File: src/rtl/quad_decoder.sv
// quad_decoder: quadrature (A/B phase) decoder.
// Synchronizes two asynchronous encoder phases, decodes quarter steps into
// a wrap-around up/down position count, a direction flag, a one-cycle step
// strobe and a sticky illegal-transition flag. All outputs are registered.
//
// Optional build feature: define QDEC_GLITCH_FILTER_EN to insert a per-phase
// stability filter (FILT_CYCLES consecutive equal samples) between the
// synchronizers and the decoder. Without the macro the synced phases feed
// the decoder directly.
module quad_decoder #(
  parameter int WIDTH       = 4,
  parameter int SYNC_STAGES = 2,
  parameter int FILT_CYCLES = 3
) (
  input  logic             clk,
  input  logic             rst,
  input  logic             a_in,
  input  logic             b_in,
  input  logic             clr,
  output logic [WIDTH-1:0] count,
  output logic             up_down,
  output logic             step,
  output logic             err
);

  // A single flop is not a safe synchronizer, so depths below 2 are raised.
  localparam int SyncN = (SYNC_STAGES < 2) ? 2 : SYNC_STAGES;

  // Quarter-step deltas in the gray-to-position domain (mod 4).
  localparam logic [1:0] DeltaNone = 2'd0;
  localparam logic [1:0] DeltaUp   = 2'd1;
  localparam logic [1:0] DeltaBad  = 2'd2;
  localparam logic [1:0] DeltaDown = 2'd3;

  logic [SyncN-1:0] sync_a_q;
  logic [SyncN-1:0] sync_b_q;
  logic [1:0]       raw_ab;
  logic [1:0]       phase;

  logic [1:0]       prev_q, prev_d;
  logic [WIDTH-1:0] count_q, count_d;
  logic             up_down_q, up_down_d;
  logic             step_q, step_d;
  logic             err_q, err_d;
  logic [1:0]       delta;

  // Map a gray-coded {A,B} phase to its position 0..3 along the up sequence.
  function automatic logic [1:0] gray2pos(input logic [1:0] g);
    return {g[1], g[1] ^ g[0]};
  endfunction

  // Shift each asynchronous phase through its own synchronizer chain.
  always_ff @(posedge clk or posedge rst) begin
    if (rst) begin
      sync_a_q <= '0;
      sync_b_q <= '0;
    end else begin
      sync_a_q <= {sync_a_q[SyncN-2:0], a_in};
      sync_b_q <= {sync_b_q[SyncN-2:0], b_in};
    end
  end

  assign raw_ab = {sync_a_q[SyncN-1], sync_b_q[SyncN-1]};

`ifdef QDEC_GLITCH_FILTER_EN
  // A filter length of zero is meaningless; treat it as single-sample.
  localparam int FiltN = (FILT_CYCLES < 1) ? 1 : FILT_CYCLES;
  localparam int CntW  = $clog2(FiltN + 1);
  localparam logic [CntW-1:0] CntLast = CntW'(FiltN - 1);

  logic [1:0]           filt_q, filt_d;
  logic [1:0][CntW-1:0] fcnt_q, fcnt_d;

  // Count consecutive samples that disagree with the accepted level and
  // accept the new level once FiltN of them have been seen in a row.
  always_comb begin
    filt_d = filt_q;
    fcnt_d = fcnt_q;
    for (int i = 0; i < 2; i++) begin
      if (raw_ab[i] == filt_q[i]) begin
        fcnt_d[i] = '0;
      end else if (fcnt_q[i] == CntLast) begin
        filt_d[i] = raw_ab[i];
        fcnt_d[i] = '0;
      end else begin
        fcnt_d[i] = fcnt_q[i] + CntW'(1);
      end
    end
  end

  // Hold the accepted phase levels and their run-length counters.
  always_ff @(posedge clk or posedge rst) begin
    if (rst) begin
      filt_q <= '0;
      fcnt_q <= '0;
    end else begin
      filt_q <= filt_d;
      fcnt_q <= fcnt_d;
    end
  end

  assign phase = filt_q;
`else
  assign phase = raw_ab;

  // FILT_CYCLES only shapes the filtered build; this empty block keeps the
  // parameter referenced so both builds share one parameter list.
  if (FILT_CYCLES < 0) begin : g_filt_cfg_unused
  end
`endif

  assign delta = gray2pos(phase) - gray2pos(prev_q);

  // Decode one quarter step per cycle; clr overrides count and err but the
  // step strobe and direction still reflect the decoded transition.
  always_comb begin
    prev_d    = phase;
    count_d   = count_q;
    up_down_d = up_down_q;
    step_d    = 1'b0;
    err_d     = err_q;
    case (delta)
      DeltaUp: begin
        count_d   = count_q + WIDTH'(1);
        up_down_d = 1'b1;
        step_d    = 1'b1;
      end
      DeltaDown: begin
        count_d   = count_q - WIDTH'(1);
        up_down_d = 1'b0;
        step_d    = 1'b1;
      end
      DeltaBad: begin
        err_d = 1'b1;
      end
      DeltaNone: begin
      end
      default: begin
      end
    endcase
    if (clr) begin
      count_d = '0;
      err_d   = 1'b0;
    end
  end

  // Register decoder state and all outputs.
  always_ff @(posedge clk or posedge rst) begin
    if (rst) begin
      prev_q    <= 2'b00;
      count_q   <= '0;
      up_down_q <= 1'b0;
      step_q    <= 1'b0;
      err_q     <= 1'b0;
    end else begin
      prev_q    <= prev_d;
      count_q   <= count_d;
      up_down_q <= up_down_d;
      step_q    <= step_d;
      err_q     <= err_d;
    end
  end

  assign count   = count_q;
  assign up_down = up_down_q;
  assign step    = step_q;
  assign err     = err_q;

endmodule

File: config.mk
export PLATFORM = sky130hd
export DESIGN_NAME = quad_decoder
export DESIGN_NICKNAME = d
export VERILOG_FILES = /design/src/rtl/quad_decoder.sv
export SDC_FILE = /design/constraint.sdc
export NUM_CORES = 1
export LEC_CHECK = 0
export BUFFER_PORTS_ARGS = -buffer_cell sky130_fd_sc_hd__buf_2
export CORE_AREA = 2 2 39 41
export DETAILED_ROUTE_END_ITERATION = 8
export DIE_AREA = 0 0 41 43
export PLACE_DENSITY = 0.7
export SYNTH_ARGS = -nofsm -noshare
export SYNTH_HDL_FRONTEND = slang
export SYNTH_SLANG_ARGS = --single-unit
export TNS_END_PERCENT = 50
File: constraint.sdc
create_clock -name clk -period 6.46 [get_ports clk]
set_input_delay 0.323 -clock clk [delete_from_list [all_inputs] [get_ports clk]]
set_output_delay 0.323 -clock clk [all_outputs]
set_load 0.1 [all_outputs]
==> results.yml, run 1 <==
outcome:
  status: "finished, final reports clean"
worst_hold_path:
  hp-class: "primary input to asynchronous set/reset pin"
logic_synthesis:
  synth_nets: 58
  netlist_area_um2: 612
  ys_warn_count: 0
  ys_seq_area_frac: 0.532
  synth_area_leaders: "dfrtp_1, ha_1, mux2_4"
  syn_inst: 50
  post_synth.cell_area_avg_um2: 12.2
  yosysTopAreaCellShare: 0.532
  synth_area_leader_cell: "dfrtp_1"
  ys_types: 21
  synth-seq-cells: 13
sta:
  setup_viol: 0
  drv_slew: 0
  maxSlewHeadroom: 0.678
  rsz0062_at_grt: "no"
  period_share: 0.390
  period_minus_slack_ns: 2.52
  worst_slew_pin_slew_ns: 0.483
  tns_ns: 0
  fmaxAchievable_ghz: 0.397
  finalHoldViolations: 0
  skew_ns: 0.00485
drt:
  firstDrtPassIters: 4
  ant_nets: 0
  drtIter0Drc: 13
  wl_per_cell_um: 12.1
  drc: 0
  num_vias: 396
  routed_via_density: 5.08
  wirelength_um: 946
power_and_ir_drop:
  p_leak_nw: 0.355
  clockPowerShare: 0.151
  power_frac_seq: 0.332
  power.share.combinational: 0.516
  ir_drop_v: 0.000167
  switching_power_mw: 0.165
  p_per_area_mw_per_mm2: 474
  p_int_mw: 0.160
  swShare: 0.507
finish:
  drive_above_1_share: 0.306
  n_antenna_cell: 0
  area_delta_synth_final_pct: 12.1
  layout.nets: 71
  stdcell_count: 78
  layout_commonest_cell: "dfrtp_1"
  layout_common_cells: "dfrtp_1, buf_2, nor2_1"
clocking:
  htree_levels: 1
  cts_tree: "done"
  clk_pin_slew_ns: 0.07
  post_cts_resized: 0
  insertion_delay_ns: 0.28
  clk_path_buf_depth: 2
  cts_buffers: 3
  cts_hold_buf: 0
  cts-root-buf: "clkbuf_4"
  post_cts_buffers: 0
  clock-sinks: 13
placement:
  port_buffers: 11
  place.gp.congestion: 0.824
  place_inst: 74
  dp_hpwl_um: 677
die:
  core_mm2: 0.00138
  design.portCount: 12
  die_width_um: 41
  rows: 14
  die_y_um: 43
  start_util: 0.442
  dieArea_mm2: 0.00176
grt:
  grt-ovfl-total: 0
  grt_usage: 0.129
  first_global_vias: 377
  grt_max_degree: 14
  antenna_found_initial: 0
  grt_pass1_wl_um: 1430
setup_path:
  cp_top_family: "adder cells"
  path_class: "register to register"
  cp_max_fo: 10
  max_stage_delay_ns: 0.50
  worstPathRequired_ns: 6.63
  path_buf_inv: 1
  end_kind: "register"
  worst_path_max_delay_cell: "ha_1"
  worst_ep_arrival_time_ns: 2.69
  startpoint_type: "register"
  cp_cell_sequence: "xnor2_1, ha_1, inv_2, and2_4, ha_1, a31oi_1, nor2_1, mux2_4, mux2_4"
job:
  max-cap-violations: 0
## power by group through the flow
stage / Clock [mW] / Combinational, mW / Sequential [mW]
finish: 0.0491 / 0.168 / 0.108
global route: 0.0547 / 0.177 / 0.110
CTS: 0.0514 / 0.169 / 0.108
detailed placement: 0 / 0.168 / 0.109
global placement: 0 / 0.166 / 0.109
floorplan: 0 / 0.0555 / 0.201
## worst reg2reg max path, cell delays in order, from the launching register on
cell,delay [ns]
dfrtp_1,0.41
xnor2_1,0.14
ha_1,0.50
inv_2,0.07
and2_4,0.16
ha_1,0.32
a31oi_1,0.17
nor2_1,0.06
mux2_4,0.28
mux2_4,0.29
## flip-flops by register name (all words and copies together), names as in the netlist
| register | count |
|---|---|
| prev_q | 2 |
| up_down | 1 |
| sync_b_q | 2 |
| sync_a_q | 2 |
| count | 4 |
| step | 1 |
| err | 1 |
## per-layer routing
metal	vias up	global-route usage	wire, um
met5	-	0	0
met4	0	0.140	44
met3	5	0.0314	43
li1	193	-	-
met1	184	0.139	393
met2	14	0.181	464
## layout make-up
| class | instances | area (um^2) |
|---|---|---|
| inverters | 4 | 15.0 |
| clock buffers | 4 | 26.3 |
| fillers | 128 | 698 |
| flip-flops and latches | 13 | 325 |
| multi-input cells | 30 | 244 |
| well taps | 16 | 20.0 |
| repair buffers | 11 | 55.1 |
## synthesized netlist by cell type
cell / number
or3_1: 1
buf_6: 2
and2_4: 1
mux2i_1: 1
ha_1: 3
nor2_1: 6
xor3_2: 1
xnor2_1: 1
mux2_4: 2
a31oi_1: 2
a21oi_1: 2
buf_2: 1
nor2b_1: 1
o21a_1: 1
nand2_1: 2
xor2_1: 3
dfrtp_1: 13
inv_2: 1
nor4b_1: 2
o211ai_1: 1
inv_1: 3
## per-stage QoR
| step | total power [mW] | util | hold WS [ns] | instance area (um^2) | setup slack (ns) |
|---|---|---|---|---|---|
| after floorplan | 0.256 | - | 0.200 | 612 | 4.01 |
| after global placement | 0.275 | 0.476 | 0.333 | 659 | 3.97 |
| final | 0.325 | 0.495 | 0.0468 | 686 | 3.94 |
| after CTS | 0.328 | 0.495 | 0.0597 | 686 | 3.93 |
| after global routing | 0.341 | 0.495 | 0.0937 | 686 | 3.84 |
| after detailed placement | 0.278 | 0.476 | 0.343 | 659 | 3.93 |
## worst paths after layout
check | startpoint | endpoint | slack (ns) | depth (start not counted)
max in group asynchronous | rst | count[2] | 6.08 | 2
min in group clk | b_in | sync_b_q[0] | 0.15 | 1
setup reg to reg | sync_a_q[1] | count[3] | 3.94 | 9
hold reg to reg | sync_b_q[0] | sync_b_q[1] | 0.36 | 0
setup / recovery | sync_a_q[1] | count[3] | 3.94 | 9
hold / removal | rst | err | 0.05 | 2
## cell families after synthesis
family / after synthesis / synth area share
mux: 3 / 0.0654
buf+inv: 7 / 0.0695
flops: 13 / 0.532
compound gates: 6 / 0.0614
fa+ha+maj: 3 / 0.0614
simple gates: 13 / 0.112
xor+xnor: 5 / 0.0982
Note: power is estimated with default switching activity, not from simulation.
==> run 2, diff against run 1 <==
Settings changed: ABC_AREA set to 1, CORE_AREA 2 2 39 41 to not set, CORE_MARGIN set to 2, CORE_UTILIZATION set to 46, DIE_AREA 0 0 41 43 to not set, PLACE_DENSITY 0.7 to 0.73.
Clock period 6.46 ns to 2.2 ns, I/O delays scaled along.
==> run 2 against run 1 <==
Effect of this change: first-iteration DRC count decreased by 85%; clock power grew to 3.0 times the previous value; global-route usage increased by 3.2 points; sequential power grew to 2.8 times the previous value; cell count is 28% higher; count of clock-buffer cells in the layout shrank 1; synthesized area grew 2.9%; core utilization rose by 12 points; design area rose by 16%; critical endpoint unchanged; largest power group unchanged.
==> results.yml, run 2 <==
outcome:
  status: "finished, final reports clean"
setup_path:
  path_class: "register to register"
  startpoint_type: "register"
  path_buf_inv: 3
  cp_max_fo: 5
  cp_top_family: "adder cells"
  worstPathRequired_ns: 2.37
  crit_start: "prev_q[1]"
  worst_path_max_delay_cell: "dfrtp_1"
  worst_ep_arrival_time_ns: 2.18
  end_kind: "register"
  cp_cell_sequence: "xor2_1, ha_1, bufinv_8, nand3_4, inv_2, ha_4, inv_2, nor2_1, nor2_1, nand3_1, nand3_1, nand2_1"
  max_stage_delay_ns: 0.41
  r2r-start: "prev_q[1]"
finish:
  layout_common_cells: "nand2_1, dfrtp_1, buf_2"
  n_antenna_cell: 0
  stdcell_count: 100
  layout.nets: 94
  largest_reg_flops: 4
  drive_above_1_share: 0.329
  area_delta_synth_final_pct: 26.6
  layout_commonest_cell: "nand2_1"
sta:
  skew_ns: 0.00599
  tns_ns: 0
  period_share: 0.916
  fin_hold_ws_ns: 0.0282
  setup_viol: 0
  period_minus_slack_ns: 2.02
  drv_slew: 0
  maxSlewHeadroom: 0.679
  worst_slew_pin_slew_ns: 0.481
  fmaxAchievable_ghz: 0.496
  rsz0062_at_grt: "no"
  finalHoldViolations: 0
logic_synthesis:
  yosysMostFrequentCell: "nand2_1"
  synth_nets: 74
  synthArstFlopShare: 1.00
  synth_edf_count: 0
  yosysTopAreaCellShare: 0.517
  post_synth.cell_area_avg_um2: 9.54
  ys_warn_count: 0
  synth_top_flop_cell: "dfrtp_1"
  ys_seq_area_frac: 0.517
  synth_area_leader_cell: "dfrtp_1"
  synth_top_cells_by_count: "nand2_1, dfrtp_1, inv_1"
  synth_area_leaders: "dfrtp_1, nand2_1, inv_1"
  ys_types: 17
  synth-seq-cells: 13
  syn_inst: 66
  netlist_area_um2: 629
grt:
  grt-ovfl-total: 0
  grt_usage: 0.161
  grt_max_degree: 14
  first_global_vias: 392
  grt_pass1_wl_um: 1670
  antenna_found_initial: 0
placement:
  place.gp.congestion: 0.771
  port_buffers: 11
  place_inst: 92
  dp_hpwl_um: 745
clocking:
  clk_pin_slew_ns: 0.09
  cts-root-buf: "clkbuf_4"
  clock-sinks: 13
  cts_tree: "done"
  cts_buffers: 3
  htree_levels: 1
  clk_path_buf_depth: 2
  insertion_delay_ns: 0.27
die:
  rows: 13
  dieArea_mm2: 0.00168
  core_mm2: 0.00128
  design.portCount: 12
  start_util: 0.490
  die_y_um: 41.0
  die_width_um: 41.0
power_and_ir_drop:
  power.share.combinational: 0.505
  power_frac_seq: 0.336
  clockPowerShare: 0.159
  swShare: 0.505
  ir_drop_v: 0.000668
  p_int_mw: 0.452
  p_per_area_mw_per_mm2: 1150
  switching_power_mw: 0.461
  p_leak_nw: 0.446
drt:
  dr_wl_met2_um: 546
  firstDrtPassIters: 3
  dr.max_layer_used: "met4"
  drtIter0Drc: 2
  wl_per_cell_um: 10.6
  met1_length_um: 453
  ant_nets: 0
  routed_via_density: 4.57
  num_vias: 457
  drc: 0
  wirelength_um: 1060
  met3_length_um: 40
worst_hold_path:
  hp-class: "primary input to register"
  hp-start: "clr"
job:
  max-cap-violations: 0
-- run 2: cell types whose count changed after synthesis, sizes merged, moves of 2 or more --
cell,before,now
nor4b,2,0
a31oi,2,0
nand2,2,17
inv,4,12
buf,3,0
mux2,2,0
o21ai,0,2
nand3,0,5
-- run 2: kinds of logic after synthesis --
group,after synthesis,share of synthesized area
xor+xnor,4,0.0557
compound gates,3,0.0238
flops,13,0.517
buf+inv,13,0.0994
simple gates,30,0.245
fa+ha+maj,3,0.0596
-- run 2: per-layer routing --
metal  up-vias  track usage
li1        238            -
met1       210        0.220
met2         7        0.242
met5         -            0
met4         0       0.0500
met3         2       0.0489
-- run 2: power groups by stage --
stage | Sequential (mW) | Clock, mW | Combinational (mW)
finish | 0.307 | 0.146 | 0.461
global placement | 0.307 | 0 | 0.434
global route | 0.313 | 0.159 | 0.494
detailed placement | 0.308 | 0 | 0.440
CTS | 0.304 | 0.145 | 0.445
floorplan | 0.541 | 0 | 0.140
-- run 2: worst paths after layout --
path                            cells past startpoint  slack, ns          end
worst max-delay path                               12       0.18     count[3]
worst min-delay path                                2       0.03          err
worst max register to register                     12       0.18     count[3]
worst min register to register                      0       0.35  sync_b_q[1]
max in group asynchronous                           3       1.46  sync_a_q[1]
min in group asynchronous                           3       0.39     count[0]
-- run 2: final cells by class --
| type | count | area [um^2] |
|---|---|---|
| multi-input cells | 40 | 269 |
| inverters | 13 | 62.6 |
| flip-flops and latches | 13 | 327 |
| repair buffers | 15 | 92.6 |
| fillers | 117 | 488 |
| well taps | 15 | 18.8 |
| clock inverters | 1 | 5.00 |
| clock buffers | 3 | 22.5 |
-- run 2: timing repair --
item,in CTS,in global routing
hold buffers,3,0
buffers inserted,0,1
hold endpoints to repair,15,0
gates resized for setup,0,6
endpoints found under the setup margin,0,1
-- run 2: per-stage QoR --
step	power (mW)	utilization	cell area (um^2)	setup WS, ns
2_1_floorplan	0.681	-	629	0.232
3_3_place_gp	0.740	0.547	703	0.151
3_5_place_dp	0.748	0.547	703	0.0927
4_1_cts	0.894	0.592	761	0.0702
5_1_grt	0.966	0.620	797	0.0255
6_report	0.914	0.620	797	0.185
==> run 3, diff against run 2 <==
Settings changed: CORE_UTILIZATION 46 to 35, PLACE_DENSITY 0.73 to 0.59, SLEW_MARGIN set to 25.
==> run 3 against run 2 <==
Effect of this change: worst setup slack got worse by 0.012 ns; critical path depth unchanged; clock skew shrank 0.0011 ns; die area is 28% higher; largest cell class unchanged.
==> results.yml, run 3 (synthesis gave the netlist of run 2 again) <==
outcome:
  status: "finished, final reports clean"
power_and_ir_drop:
  p_leak_nw: 0.460
  swShare: 0.505
  p_per_area_mw_per_mm2: 1120
  ir_drop_v: 0.000432
  power_frac_seq: 0.329
  clockPowerShare: 0.164
  switching_power_mw: 0.471
  power.share.combinational: 0.507
  p_int_mw: 0.462
finish:
  area_delta_synth_final_pct: 32.4
  utilization: 0.488
  n_antenna_cell: 0
  layout_common_cells: "nand2_1, dfrtp_1, buf_2"
  layout.nets: 98
  drive_above_1_share: 0.326
  layout_commonest_cell: "nand2_1"
  largest_reg_flops: 4
placement:
  port_buffers: 11
  dp_hpwl_um: 737
  place.gp.congestion: 0.774
drt:
  routed_via_density: 4.07
  drtIter0Drc: 8
  wl_per_cell_um: 9.39
  num_vias: 464
  firstDrtPassIters: 2
  wirelength_um: 1070
  ant_nets: 0
  drc: 0
setup_path:
  end_kind: "register"
  startpoint_type: "register"
  path_class: "register to register"
  worst_ep_arrival_time_ns: 2.24
  worstPathRequired_ns: 2.42
  cp_max_fo: 5
clocking:
  insertion_delay_ns: 0.28
  cts-root-buf: "clkbuf_4"
  cts_buffers: 3
  cts_tree: "done"
  htree_levels: 1
  clock-sinks: 13
  clk_pin_slew_ns: 0.09
  clk_path_buf_depth: 2
grt:
  antenna_found_initial: 0
  grt_pass1_wl_um: 1590
  first_global_vias: 384
  grt-ovfl-total: 0
  grt_usage: 0.113
  grt_max_degree: 14
sta:
  maxSlewHeadroom: 0.677
  setup_viol: 0
  tns_ns: 0
  fmaxAchievable_ghz: 0.493
  period_minus_slack_ns: 2.03
  rsz0062_at_grt: "no"
  period_share: 0.921
  worst_slew_pin_slew_ns: 0.484
  skew_ns: 0.00486
  finalHoldViolations: 0
  drv_slew: 0
die:
  die_y_um: 46.4
  core_mm2: 0.00171
  die_width_um: 46.4
  rows: 15
  dieArea_mm2: 0.00215
  design.portCount: 12
  start_util: 0.368
job:
  max-cap-violations: 0
worst_hold_path:
  hp-class: "register to register"
run 3: cell types whose count changed in the layout (fill, tap and decap cells not counted), sizes merged:
| cell | before | now |
|---|---|---|
| dlygate4sd3 | 3 | 4 |
| buf | 12 | 15 |
run 3: metal layers:
| layer | part of all wire | GRT usage |
|---|---|---|
| met5 | 0 | 0 |
| met4 | 0.034 | 0.0857 |
| met3 | 0.031 | 0.0353 |
| met2 | 0.44 | 0.150 |
| met1 | 0.49 | 0.150 |
run 3: worst paths after layout:
check / start / to / slack [ns] / cells past startpoint
hold / removal: sync_b_q[0] / sync_b_q[1] / 0.35 / 0
max in group asynchronous: rst / sync_b_q[1] / 1.50 / 3
setup / recovery: prev_q[1] / count[2] / 0.17 / 12
setup reg to reg: prev_q[1] / count[2] / 0.17 / 12
min in group asynchronous: rst / step / 0.37 / 3
hold reg to reg: sync_b_q[0] / sync_b_q[1] / 0.35 / 0
run 3: power by group through the flow:
stage          Combinational, mW  Clock [mW]  Sequential (mW)
2_1_floorplan              0.140           0            0.541
3_3_place_gp               0.435           0            0.308
3_5_place_dp               0.440           0            0.308
4_1_cts                    0.446       0.158            0.304
5_1_grt                    0.506       0.169            0.311
6_report                   0.473       0.153            0.307
run 3: final cells by class:
type,instances,area [um^2]
fill,171,875
timing repair buffer,19,125
tap,25,31.3
inverter,13,62.6
multi-input combinational,40,262
sequential,13,325
clock inverter,1,5.00
clock buffer,3,22.5
run 3: worst max-delay path: stages (launching register included):
cell and delay (ns):
dfrtp_1 0.40, xor2_1 0.15, ha_1 0.33, bufinv_8 0.21, buf_4 0.10, nand4_2 0.12, nand2_1 0.09, inv_1 0.04
ha_1 0.16, inv_1 0.05, nand2_1 0.05, xor2_1 0.14, o21ai_1 0.11
run 3: what timing repair did:
| item | CTS | global route |
|---|---|---|
| hold endpoints to repair | 16 | 0 |
| endpoints found under the setup margin | 0 | 1 |
| gates resized for setup | 0 | 4 |
| hold buffers | 4 | 0 |
| setup buffers | 0 | 4 |
run 3: through the flow:
stage	instances	worst slack, ns	cell area (um^2)	total power [mW]	hold slack, ns
floorplan	66	0.232	629	0.681	-0.0130
global placement	102	0.126	716	0.743	0.165
detailed placement	102	0.0992	716	0.748	0.163
CTS	110	0.0827	783	0.908	0.355
global route	114	0.0322	833	0.985	0.364
finish	114	0.173	833	0.933	0.352
